==> src/rtl/div_seq_pkg.sv <==
// div_seq_pkg
// Shared definitions for the iterative divider sequencer:
//   - div_state_e : sequencer state encoding (2 bits)
//   - result-ready, start and stall level constants
//   - DivCntW     : width of the iteration counter
//   - div_stall_f : stall request as a function of state and EX request
package div_seq_pkg;

  typedef enum logic [1:0] {
    DivFree   = 2'b00,
    DivByZero = 2'b01,
    DivOn     = 2'b10,
    DivEnd    = 2'b11
  } div_state_e;

  localparam logic DivResultReady    = 1'b1;
  localparam logic DivResultNotReady = 1'b0;
  localparam logic DivStart          = 1'b1;
  localparam logic DivStop           = 1'b0;
  localparam logic Stop              = 1'b1;
  localparam logic NoStop            = 1'b0;

  localparam int DivCntW = 6;

  // END deliberately does not stall, so EX advances in the same cycle it
  // picks up the result.
  function automatic logic div_stall_f(input div_state_e st,
                                       input logic start,
                                       input logic annul);
    logic stall;
    case (st)
      DivFree:   stall = ((start == DivStart) && !annul) ? Stop : NoStop;
      DivOn:     stall = Stop;
      DivByZero: stall = Stop;
      DivEnd:    stall = NoStop;
      default:   stall = NoStop;
    endcase
    return stall;
  endfunction

endpackage

==> src/rtl/div_seq_step.sv <==
// div_step
// One combinational radix-2 restoring-division iteration.
// The working register holds {partial remainder, remaining dividend bits /
// quotient bits}. The iteration shifts left by one, trial-subtracts the
// divisor from the upper part and shifts in a quotient bit of 1 when the
// difference is non-negative.
// Ports:
//   work_i    : working register before the iteration (2*WIDTH+1 bits)
//   divisor_i : divisor magnitude (WIDTH bits)
//   work_o    : working register after the iteration (2*WIDTH+1 bits)
module div_step #(
  parameter int WIDTH = 32
) (
  input  logic [2*WIDTH:0]  work_i,
  input  logic [WIDTH-1:0]  divisor_i,
  output logic [2*WIDTH:0]  work_o
);

  // Upper part after the left shift, kept one bit wider than needed so the
  // subtraction's borrow lands in a dedicated sign bit.
  logic [WIDTH+1:0] upper_s;
  logic [WIDTH+1:0] diff_s;
  logic             neg_s;

  // Shift, trial subtract and quotient-bit insertion.
  always_comb begin
    upper_s = work_i[2*WIDTH:WIDTH-1];
    diff_s  = upper_s - {2'b00, divisor_i};
    neg_s   = diff_s[WIDTH+1];
    if (neg_s) begin
      work_o = {upper_s[WIDTH:0], work_i[WIDTH-2:0], 1'b0};
    end else begin
      work_o = {diff_s[WIDTH:0], work_i[WIDTH-2:0], 1'b1};
    end
  end

endmodule

==> src/rtl/div_seq.sv <==
// div_seq
// Iterative radix-2 divider sequencer for the EX stage. Accepts a divide
// request, runs WIDTH shift-subtract iterations through div_step and returns
// {remainder, quotient}. Holds the pipeline through stallreq_o while busy.
// Build option: define DIV_ZERO_FAST_EN to short-cut a zero divisor through
// the BYZERO state (result 0); otherwise a zero divisor runs the full
// sequence and returns the raw algorithm output.
// Ports:
//   clk        : rising-edge clock
//   rst        : asynchronous, active-low reset
//   start_i    : divide request, held by EX until ready_o
//   annul_i    : abort (pipeline flush)
//   signed_i   : 1 = signed divide, 0 = unsigned
//   opdata1_i  : dividend
//   opdata2_i  : divisor
//   result_o   : {remainder, quotient}, registered
//   ready_o    : result valid pulse, registered
//   stallreq_o : stall request to pipeline control
module div_seq
  import div_seq_pkg::*;
#(
  parameter int WIDTH = 32
) (
  input  logic                 clk,
  input  logic                 rst,
  input  logic                 start_i,
  input  logic                 annul_i,
  input  logic                 signed_i,
  input  logic [WIDTH-1:0]     opdata1_i,
  input  logic [WIDTH-1:0]     opdata2_i,
  output logic [2*WIDTH-1:0]   result_o,
  output logic                 ready_o,
  output logic                 stallreq_o
);

  localparam logic [DivCntW-1:0] CntLast = DivCntW'(WIDTH - 1);

  div_state_e          state_q, state_d;
  logic [DivCntW-1:0]  cnt_q, cnt_d;
  logic [2*WIDTH:0]    work_q, work_d;
  logic [WIDTH-1:0]    divisor_q, divisor_d;
  logic                neg_quot_q, neg_quot_d;
  logic                neg_rem_q, neg_rem_d;
  logic [2*WIDTH-1:0]  result_q, result_d;
  logic                ready_q, ready_d;
  logic [2*WIDTH:0]    step_s;

  function automatic logic [WIDTH-1:0] neg_f(input logic [WIDTH-1:0] v);
    return {WIDTH{1'b0}} - v;
  endfunction

  function automatic logic [WIDTH-1:0] mag_f(input logic [WIDTH-1:0] v,
                                             input logic sgn);
    return (sgn && v[WIDTH-1]) ? neg_f(v) : v;
  endfunction

  div_step #(.WIDTH(WIDTH)) u_step (
    .work_i    (work_q),
    .divisor_i (divisor_q),
    .work_o    (step_s)
  );

  // Next-state, datapath and output computation for the sequencer.
  always_comb begin
    state_d    = state_q;
    cnt_d      = cnt_q;
    work_d     = work_q;
    divisor_d  = divisor_q;
    neg_quot_d = neg_quot_q;
    neg_rem_d  = neg_rem_q;
    result_d   = result_q;
    ready_d    = DivResultNotReady;
    case (state_q)
      DivFree: begin
        if (annul_i) begin
          state_d  = DivFree;
          result_d = {(2*WIDTH){1'b0}};
        end else if (start_i == DivStart) begin
          // Work on magnitudes; signs are folded back in on the last step.
          divisor_d  = mag_f(opdata2_i, signed_i);
          work_d     = {{(WIDTH+1){1'b0}}, mag_f(opdata1_i, signed_i)};
          neg_quot_d = signed_i && (opdata1_i[WIDTH-1] ^ opdata2_i[WIDTH-1]);
          neg_rem_d  = signed_i && opdata1_i[WIDTH-1];
          cnt_d      = {DivCntW{1'b0}};
          result_d   = {(2*WIDTH){1'b0}};
`ifdef DIV_ZERO_FAST_EN
          if (opdata2_i == {WIDTH{1'b0}}) begin
            state_d = DivByZero;
          end else begin
            state_d = DivOn;
          end
`else
          state_d = DivOn;
`endif
        end else begin
          state_d = DivFree;
        end
      end
      DivByZero: begin
        if (annul_i) begin
          state_d  = DivFree;
          result_d = {(2*WIDTH){1'b0}};
        end else begin
          state_d  = DivEnd;
          result_d = {(2*WIDTH){1'b0}};
          ready_d  = DivResultReady;
        end
      end
      DivOn: begin
        if (annul_i) begin
          state_d  = DivFree;
          result_d = {(2*WIDTH){1'b0}};
        end else begin
          work_d = step_s;
          cnt_d  = cnt_q + {{(DivCntW-1){1'b0}}, 1'b1};
          if (cnt_q == CntLast) begin
            // Result is registered on entry to END so it is valid there.
            state_d  = DivEnd;
            result_d = {neg_rem_q  ? neg_f(step_s[2*WIDTH-1:WIDTH]) : step_s[2*WIDTH-1:WIDTH],
                        neg_quot_q ? neg_f(step_s[WIDTH-1:0])       : step_s[WIDTH-1:0]};
            ready_d  = DivResultReady;
          end else begin
            state_d = DivOn;
          end
        end
      end
      DivEnd: begin
        state_d = DivFree;
        if (annul_i) begin
          result_d = {(2*WIDTH){1'b0}};
        end else begin
          result_d = result_q;
        end
      end
      default: begin
        state_d  = DivFree;
        result_d = {(2*WIDTH){1'b0}};
      end
    endcase
  end

  // Sequencer state, datapath and registered outputs.
  always_ff @(posedge clk or negedge rst) begin
    if (!rst) begin
      state_q    <= DivFree;
      cnt_q      <= {DivCntW{1'b0}};
      work_q     <= {(2*WIDTH+1){1'b0}};
      divisor_q  <= {WIDTH{1'b0}};
      neg_quot_q <= 1'b0;
      neg_rem_q  <= 1'b0;
      result_q   <= {(2*WIDTH){1'b0}};
      ready_q    <= DivResultNotReady;
    end else begin
      state_q    <= state_d;
      cnt_q      <= cnt_d;
      work_q     <= work_d;
      divisor_q  <= divisor_d;
      neg_quot_q <= neg_quot_d;
      neg_rem_q  <= neg_rem_d;
      result_q   <= result_d;
      ready_q    <= ready_d;
    end
  end

  assign result_o   = result_q;
  assign ready_o    = ready_q;
  // Stall is combinational so EX sees it in the accept cycle; gated by reset.
  assign stallreq_o = rst && div_stall_f(state_q, start_i, annul_i);

endmodule

==> config.mk <==
export PLATFORM = sky130hd
export DESIGN_NAME = div_seq
export DESIGN_NICKNAME = d
export VERILOG_FILES = /design/src/rtl/div_seq_pkg.sv /design/src/rtl/div_seq_step.sv /design/src/rtl/div_seq.sv
export SDC_FILE = /design/constraint.sdc
export NUM_CORES = 1
export LEC_CHECK = 0
export ABC_AREA = 0
export CELL_PAD_IN_SITES_DETAIL_PLACEMENT = 1
export CELL_PAD_IN_SITES_GLOBAL_PLACEMENT = 2
export CORE_MARGIN = 2
export CORE_UTILIZATION = 35
export CTS_BUF_LIST = sky130_fd_sc_hd__clkbuf_8
export DETAILED_ROUTE_END_ITERATION = 8
export GPL_ROUTABILITY_DRIVEN = 0
export MAX_ROUTING_LAYER = met4
export PLACE_DENSITY_LB_ADDON = 0.1
export SYNTH_ARGS = -nofsm -noshare
export SYNTH_HDL_FRONTEND = slang
export SYNTH_SLANG_ARGS = --single-unit
export TNS_END_PERCENT = 1
==> constraint.sdc <==
create_clock -name clk -period 5.4 [get_ports clk]
set_clock_uncertainty 0.05 [all_clocks]
set_input_delay 0.81 -clock clk [delete_from_list [all_inputs] [get_ports clk]]
set_output_delay 0.81 -clock clk [all_outputs]
set_load 0.05 [all_outputs]
==> impl_results.md, run 1 <==
- Leak: a little under 6 nW
- Area of the multi-input gates: between 0.007 and 0.008 mm^2
- Synthesized cell area: 0.0121 mm^2
- Post-synth EDFFs: 0
- Count of cell types in the netlist: 82
- Post-synth ARST share: 100%
- DR DRC count: 0
- Diodes inserted: 0
- Antenna violations before repair: 0
- Fin Setup TNS: 0 ns
- Critical path fanouts, max: 22
- Clock-pin transition on the worst setup and hold timing paths: roughly 0.1 ns
- Core Footprint: between 0.03 and 0.04 mm^2
- Initial Util: 35.2%
- Count of final hold-check violations: 0
- Die Y: between 150 and 200 um
- Yosys top cell by area: dfrtp_1
- Comb pwr share: 66.4%
- Clock latency on the worst-skew pair: around 0.50 ns
- Vias post-DR: between 10000 and 15000
- Seq cells post-synth: ~170
- # Max-Cap Violations: 0
- Rel. slew slack: 30.4%
- Htree depth: 4
- HP Class: input port to async pin
- Total gr overflow: 0
- Ys flop type: dfrtp_1
- Number of buffers created by CTS: 17
- Power Internal: 4.06 mW
- Pwr per Cell Area: between 500 and 600 mW/mm^2
- First-pass GRT wire length: around 65000 um
- Sw Ratio: a little over half
- Area contributors post-synth: dfrtp_1 36%, o21ai_0 8.7%, nand2_1 7.3%
- Clock share of power: 11.6%
- RR Startpoint: work_q[40]$_DFFE_PN0P_
- Critical path type: flop to flop
- DR WL/cell: about 20 um
- First DRT Iteration DRCs: between 400 and 500
- Average cell area after synthesis: 8.17 um^2
- Area Growth Syn to Fin: 18.0%
- Power share of the sequential group: a little over a fifth
- Max VDD drop: between 0.0003 and 0.0004 V
- Crit. End Element: flop
- Final wirelength: a little over 40000 um
- F_max: just over 200 MHz
- Minimum clock period after layout: slightly below 5 ns
- Switch Pwr: 4.49 mW
- Top cell type's share of synthesized area: a little over a third
- Clk root buf: clkbuf_8
- I/O pin count: 135
- Final period utilization: around nine tenths
- DRT Pass-1 Iters: 4
- Startpoint class of the critical path: flop
- Post-CTS resize count: 0
- Largest net degree at the start of global routing: ~120
- CP startpoint: work_q[40]$_DFFE_PN0P_
- Seq/Total Area, Yosys: between 30% and 40%
- CTS tree: built
- I/O Buffers: between 100 and 150
- WP data required: approximately 5.8 ns
- Layout cell share with drive strength beyond 1: roughly 5.5%
- Die width: 190 um
- Max-slew violations: 0
- Status: finished clean
- RSZ-0062 raised after global routing: false
- Row count: 68
- Layout fillers: between 4000 and 5000
- Final setup vio count: 0
- Drt via density: 5.48
- Hold_buf cts: 0
- Die ar.: approximately 0.036 mm^2
- Final nets: roughly 1700
- Antenna-violating nets left: 0
- All-Layer GR Usage: 23.8%
- Worst Path Arrival: ~5.3 ns
- Cells after Synth: approximately 1500
- Worst-Margin Slew: 1.04 ns
- Sink Count: approximately 170
- Setup bufs post-CTS: 0
- CTS max path bufs: 2
- Yosys warns: 0
- Sequential cell area: 0.00430 mm^2
- Final core utilization: 41.6%
- Vias in the first global route: 11600
- HPWL after DPL: 31300 um
- Post-synth net total: between 1500 and 2000
-- placed cells by master (no fill, tap or decap), drive strengths merged, types with 14 or more instances in the layout --
master	count
dfrtp	172
buf	15
o41ai	16
a31oi	21
clkdlybuf4s50	133
inv	68
clkbuf	18
nor4	19
nor3	26
nand3	17
mux2i	24
nor2	92
o31ai	23
nand2b	14
xnor2	67
ha	42
a21oi	107
xor2	73
nand2	236
or3	14
o21ai	214
-- logic make-up after synthesis --
family	Yosys count	synth area share, %
buf+inv	133	4.29
simple gates	488	19.0
flops	172	35.6
fa+ha+maj	43	4.52
mux	29	2.56
compound gates	473	23.9
xor+xnor	140	10.2
-- worst paths after layout --
kind | to | slack (ns) | depth (start not counted)
min in group clk | result_o[57]$_DFFE_PN0P_ | 0.44 | 2
min | divisor_q[11]$_DFFE_PN0P_ | 0.27 | 1
min reg2reg | result_o[57]$_DFFE_PN0P_ | 0.44 | 2
max | result_o[58]$_DFFE_PN0P_ | 0.46 | 15
max in group asynchronous | work_q[12]$_DFFE_PN0P_ | 3.93 | 2
max reg2reg | result_o[58]$_DFFE_PN0P_ | 0.46 | 15
-- worst max-delay path: stages (launching register included) --
cell,delay [ns]
dfrtp_1,0.45
ha_1,0.44
and3_1,0.39
nand4_1,0.18
a31oi_1,0.44
a221oi_1,0.23
a21oi_4,0.36
nor2_8,0.07
inv_4,0.23
mux2i_1,0.32
ha_1,0.28
o2111ai_1,0.25
a221oi_1,0.63
a41oi_1,0.23
xor2_1,0.18
o21ai_0,0.14
-- registers in the layout, summed over array words and instances, names as in the netlist --
name / count
state_q: 2
cnt_q: 6
divisor_q: 32
neg_quot_q: 1
work_q: 65
ready_o: 1
neg_rem_q: 1
result_o: 64
-- power groups by stage --
stage	registers, mW	logic [mW]	clock network, mW
detailed placement	1.90	5.63	0
floorplan	1.97	3.93	0
global route	1.92	6.23	1.07
global placement	1.88	5.59	0
CTS	1.87	5.66	1.03
finish	1.88	5.68	0.995
-- per-stage QoR --
step,cell area [um^2],std cells,power (mW),hold slack (ns),worst slack [ns]
6_report,14300,2040,8.55,0.271,0.456
4_1_cts,14200,2040,8.56,0.267,0.249
2_1_floorplan,12100,1478,5.90,0.400,0.746
3_3_place_gp,13800,2008,7.47,0.412,0.541
3_5_place_dp,13800,2008,7.53,0.421,0.270
5_1_grt,14300,2040,9.22,0.279,0.0577
-- synth_stat cells, types with 8 or more instances --
library cell / number
dfrtp_1: 172
nand4_1: 9
or3_1: 14
a22o_1: 12
a31oi_1: 20
a21oi_1: 106
o31ai_1: 23
nor4_1: 19
inv_1: 59
nand2_1: 236
xor2_1: 73
nand2b_1: 13
and2_1: 11
xnor2_1: 67
buf_2: 8
o21a_1: 8
clkbuf_1: 56
nor2_1: 91
ha_1: 42
o41ai_1: 15
a211oi_1: 9
nor2b_1: 8
a21o_1: 11
nand3_1: 17
nor3_1: 25
mux2i_1: 23
o21ai_0: 209
-- layer usage --
metal | part of all wire, % | global-route usage, % | vias to the layer above
met5 | 0 | - | -
met4 | 2.3 | 6.44 | 0
met1 | 49 | 32.1 | 5521
met3 | 3.2 | 3.80 | 49
li1 | - | - | 5418
met2 | 46 | 37.2 | 189
-- layout make-up --
| class | count | share of cell area [%] |
|---|---|---|
| clock buffer | 18 | 1.74 |
| tap | 455 | 3.99 |
| timing repair buffer | 148 | 10.2 |
| inverter | 60 | 1.60 |
| multi-input combinational | 1173 | 51.1 |
| clock inverter | 14 | 1.11 |
| sequential | 172 | 30.2 |
Power figures use the tool's default switching activity.
==> run 2, diff against run 1 <==
--- a/config.mk
+++ b/config.mk
@@ -8,7 +8,7 @@
 export ABC_AREA = 0
 export CELL_PAD_IN_SITES_DETAIL_PLACEMENT = 1
 export CELL_PAD_IN_SITES_GLOBAL_PLACEMENT = 2
-export CORE_MARGIN = 2
+export CORE_MARGIN = 1.5
 export CORE_UTILIZATION = 35
 export CTS_BUF_LIST = sky130_fd_sc_hd__clkbuf_8
 export DETAILED_ROUTE_END_ITERATION = 8
==> impl_results.md, run 2 (synthesized netlist as in run 1, its figures left out) <==
- Startpoint class of the critical path: flop
- Reg with most FFs: work_q
- Critical path fanouts, max: 21 (-4.5%)
- Max reg flops: 65 (unchanged)
- Drt via density: 5.48 (about the same)
- Number of buffers created by CTS: 17 (unchanged)
- Fin Setup TNS: 0 ns (unchanged)
- Area Growth Syn to Fin: 17.7%
- Crit-path cells: ha_1, nand4_1, or4_4, a311oi_2, a221oi_1, a21oi_4, nor2_8, inv_4, ha_1, nand2_1, nor4_2, nand3_1, o31ai_1, nand2_1, xnor2_1, o21ai_0
- Crit. End Element: flop
- Worst Path Arrival: 5.29 ns (-0.03 ns)
- Comb pwr share: 66.8% (+0.4 points)
- Total gr overflow: 0 (unchanged)
- Minimum hold slack: 0.159 ns (-0.112 ns)
- Crit-path slowest cell: or4_4
- Diodes inserted: 0 (unchanged)
- Leak: 5.89 nW (-0.34%)
- Rel. slew slack: 33.9% (+3.5 points)
- Row count: 67 (-1.5%)
- Worst-Margin Slew: 0.991 ns (-0.0522 ns)
- CP delay by family, top: simple AND/OR/NAND/NOR gates
- Htree depth: 4 (unchanged)
- Antenna-violating nets left: 0 (unchanged)
- Initial Util: 35.8% (+0.53 points)
- Power share of the sequential group: 22.2% (+0.3 points)
- CTS max path bufs: 2 (unchanged)
- WP buf/inv: 1 (unchanged)
- Final nets: 1685 (+0.059%)
- First-pass GRT wire length: 66200 um (+1.5%)
- Die Y: 189 um (-0.53%)
- I/O pin count: 135 (unchanged)
- Final period utilization: 91.1% (-0.46 points)
- CTS tree: built
- Power after layout: 8.46 mW (-1.0%)
- DR DRC count: 0 (unchanged)
- First DRT Iteration DRCs: 596 (+43%)
- Layout fillers: 4049 (-0.37%)
- Sw Ratio: 52.7% (+0.25 points)
- Final wirelength: 40700 um (about the same)
- DRT Pass-1 Iters: 5 (+1)
- DR WL/cell: 20.0 um (+0.30%)
- Die width: 189 um (-0.53%)
- HP Class: input port to async pin
- Switch Pwr: 4.46 mW (-0.55%)
- Clock-pin transition on the worst setup and hold timing paths: 0.10 ns (about the same)
- Antenna violations before repair: 0 (unchanged)
- Count of final hold-check violations: 0 (unchanged)
- Commonest non-fill, non-tap cell in the layout: nand2_1
- I/O Buffers: 134 (unchanged)
- Vias in the first global route: 11600 (-0.086%)
- Clk root buf: clkbuf_8
- Core Footprint: 0.0338 mm^2 (-1.5%)
- Commonest non-fill, non-tap cells in the layout: 235 x nand2_1, 209 x o21ai_0, 172 x dfrtp_1
- Clock share of power: 11.0% (-0.6 points)
- HPWL after DPL: 31200 um (about the same)
- All-Layer GR Usage: 24.4% (+0.56 points)
- Clock latency on the worst-skew pair: 0.52 ns (+0.02 ns)
- Status: finished clean
- Power Internal: 4.00 mW (-1.5%)
- Sink Count: 172 (unchanged)
- Layout cell share with drive strength beyond 1: 5.49% (about the same)
- # Max-Cap Violations: 0 (unchanged)
- Pre-CTS setup slack: 0.312 ns (+0.0413 ns)
- WP data required: 5.77 ns (about the same)
- Critical path type: flop to flop
- Minimum clock period after layout: 4.92 ns (-0.0247 ns)
- Final setup margin: 0.481 ns (+0.0247 ns)
- Max-slew violations: 0 (unchanged)
- Largest net degree at the start of global routing: 86 (-25%)
- Die ar.: 0.0356 mm^2 (-1.1%)
- Final setup vio count: 0 (unchanged)
- Max VDD drop: 0.000294 V (-9.0%)
- RSZ-0062 raised after global routing: false
- F_max: 203 MHz (+0.50%)
- Vias post-DR: 11100 (-0.30%)
- Pwr per Cell Area: 595 mW/mm^2 (-0.76%)
- Largest stage delay, worst path: 0.57 ns (-0.06 ns)
-- run 2: per-layer routing --
| metal | routed length [um] | vias to the layer above | global-route usage, % |
|---|---|---|---|
| met1 | 20500 | 5528 | 34.2 |
| met3 | 833 | 34 | 2.70 |
| met2 | 18500 | 151 | 37.0 |
| li1 | - | 5430 | - |
| met5 | 0 | - | - |
| met4 | 819 | 0 | 7.08 |
-- run 2: repair_timing --
action,CTS,global route
endpoints found under the hold margin,0,0
hold buffers,0,0
gates resized for setup,0,2
setup buffers,0,0
setup endpoints to repair,0,7
-- run 2: path summary, 6_finish.rpt --
check,start,to,slack [ns],cells past startpoint
hold / removal,rst,divisor_q[21]$_DFFE_PN0P_,0.16,1
setup reg to reg,work_q[53]$_DFFE_PN0P_,result_o[28]$_DFFE_PN0P_,0.48,16
setup / recovery,work_q[53]$_DFFE_PN0P_,result_o[28]$_DFFE_PN0P_,0.48,16
hold reg to reg,result_o[10]$_DFFE_PN0P_,result_o[10]$_DFFE_PN0P_,0.44,2
min in group clk,result_o[10]$_DFFE_PN0P_,result_o[10]$_DFFE_PN0P_,0.44,2
max in group asynchronous,rst,work_q[23]$_DFFE_PN0P_,3.83,2
-- run 2: power by group through the flow --
stage,logic [mW],registers (mW),clock network [mW]
floorplan,3.93,1.97,0
global placement,5.57,1.89,0
detailed placement,5.62,1.90,0
CTS,5.65,1.87,0.970
global route,6.19,1.92,1.01
finish,5.66,1.88,0.933
-- run 2: layout make-up --
| type | count | area, um^2 | area share (%) |
|---|---|---|---|
| clock inverter | 15 | 140 | 0.985 |
| inverter | 60 | 228 | 1.60 |
| timing repair buffer | 149 | 1470 | 10.3 |
| clock buffer | 17 | 234 | 1.65 |
| sequential | 172 | 4300 | 30.3 |
| multi-input combinational | 1173 | 7290 | 51.2 |
| tap | 448 | 561 | 3.94 |
-- run 2: metrics by stage --
step	instance area [um^2]	std cells	utilization, %
5_1_grt	14200	2034	42.1
3_3_place_gp	13800	2002	40.9
3_5_place_dp	13800	2002	40.9
6_report	14200	2034	42.1
2_1_floorplan	12100	1478	-
4_1_cts	14200	2034	42.1
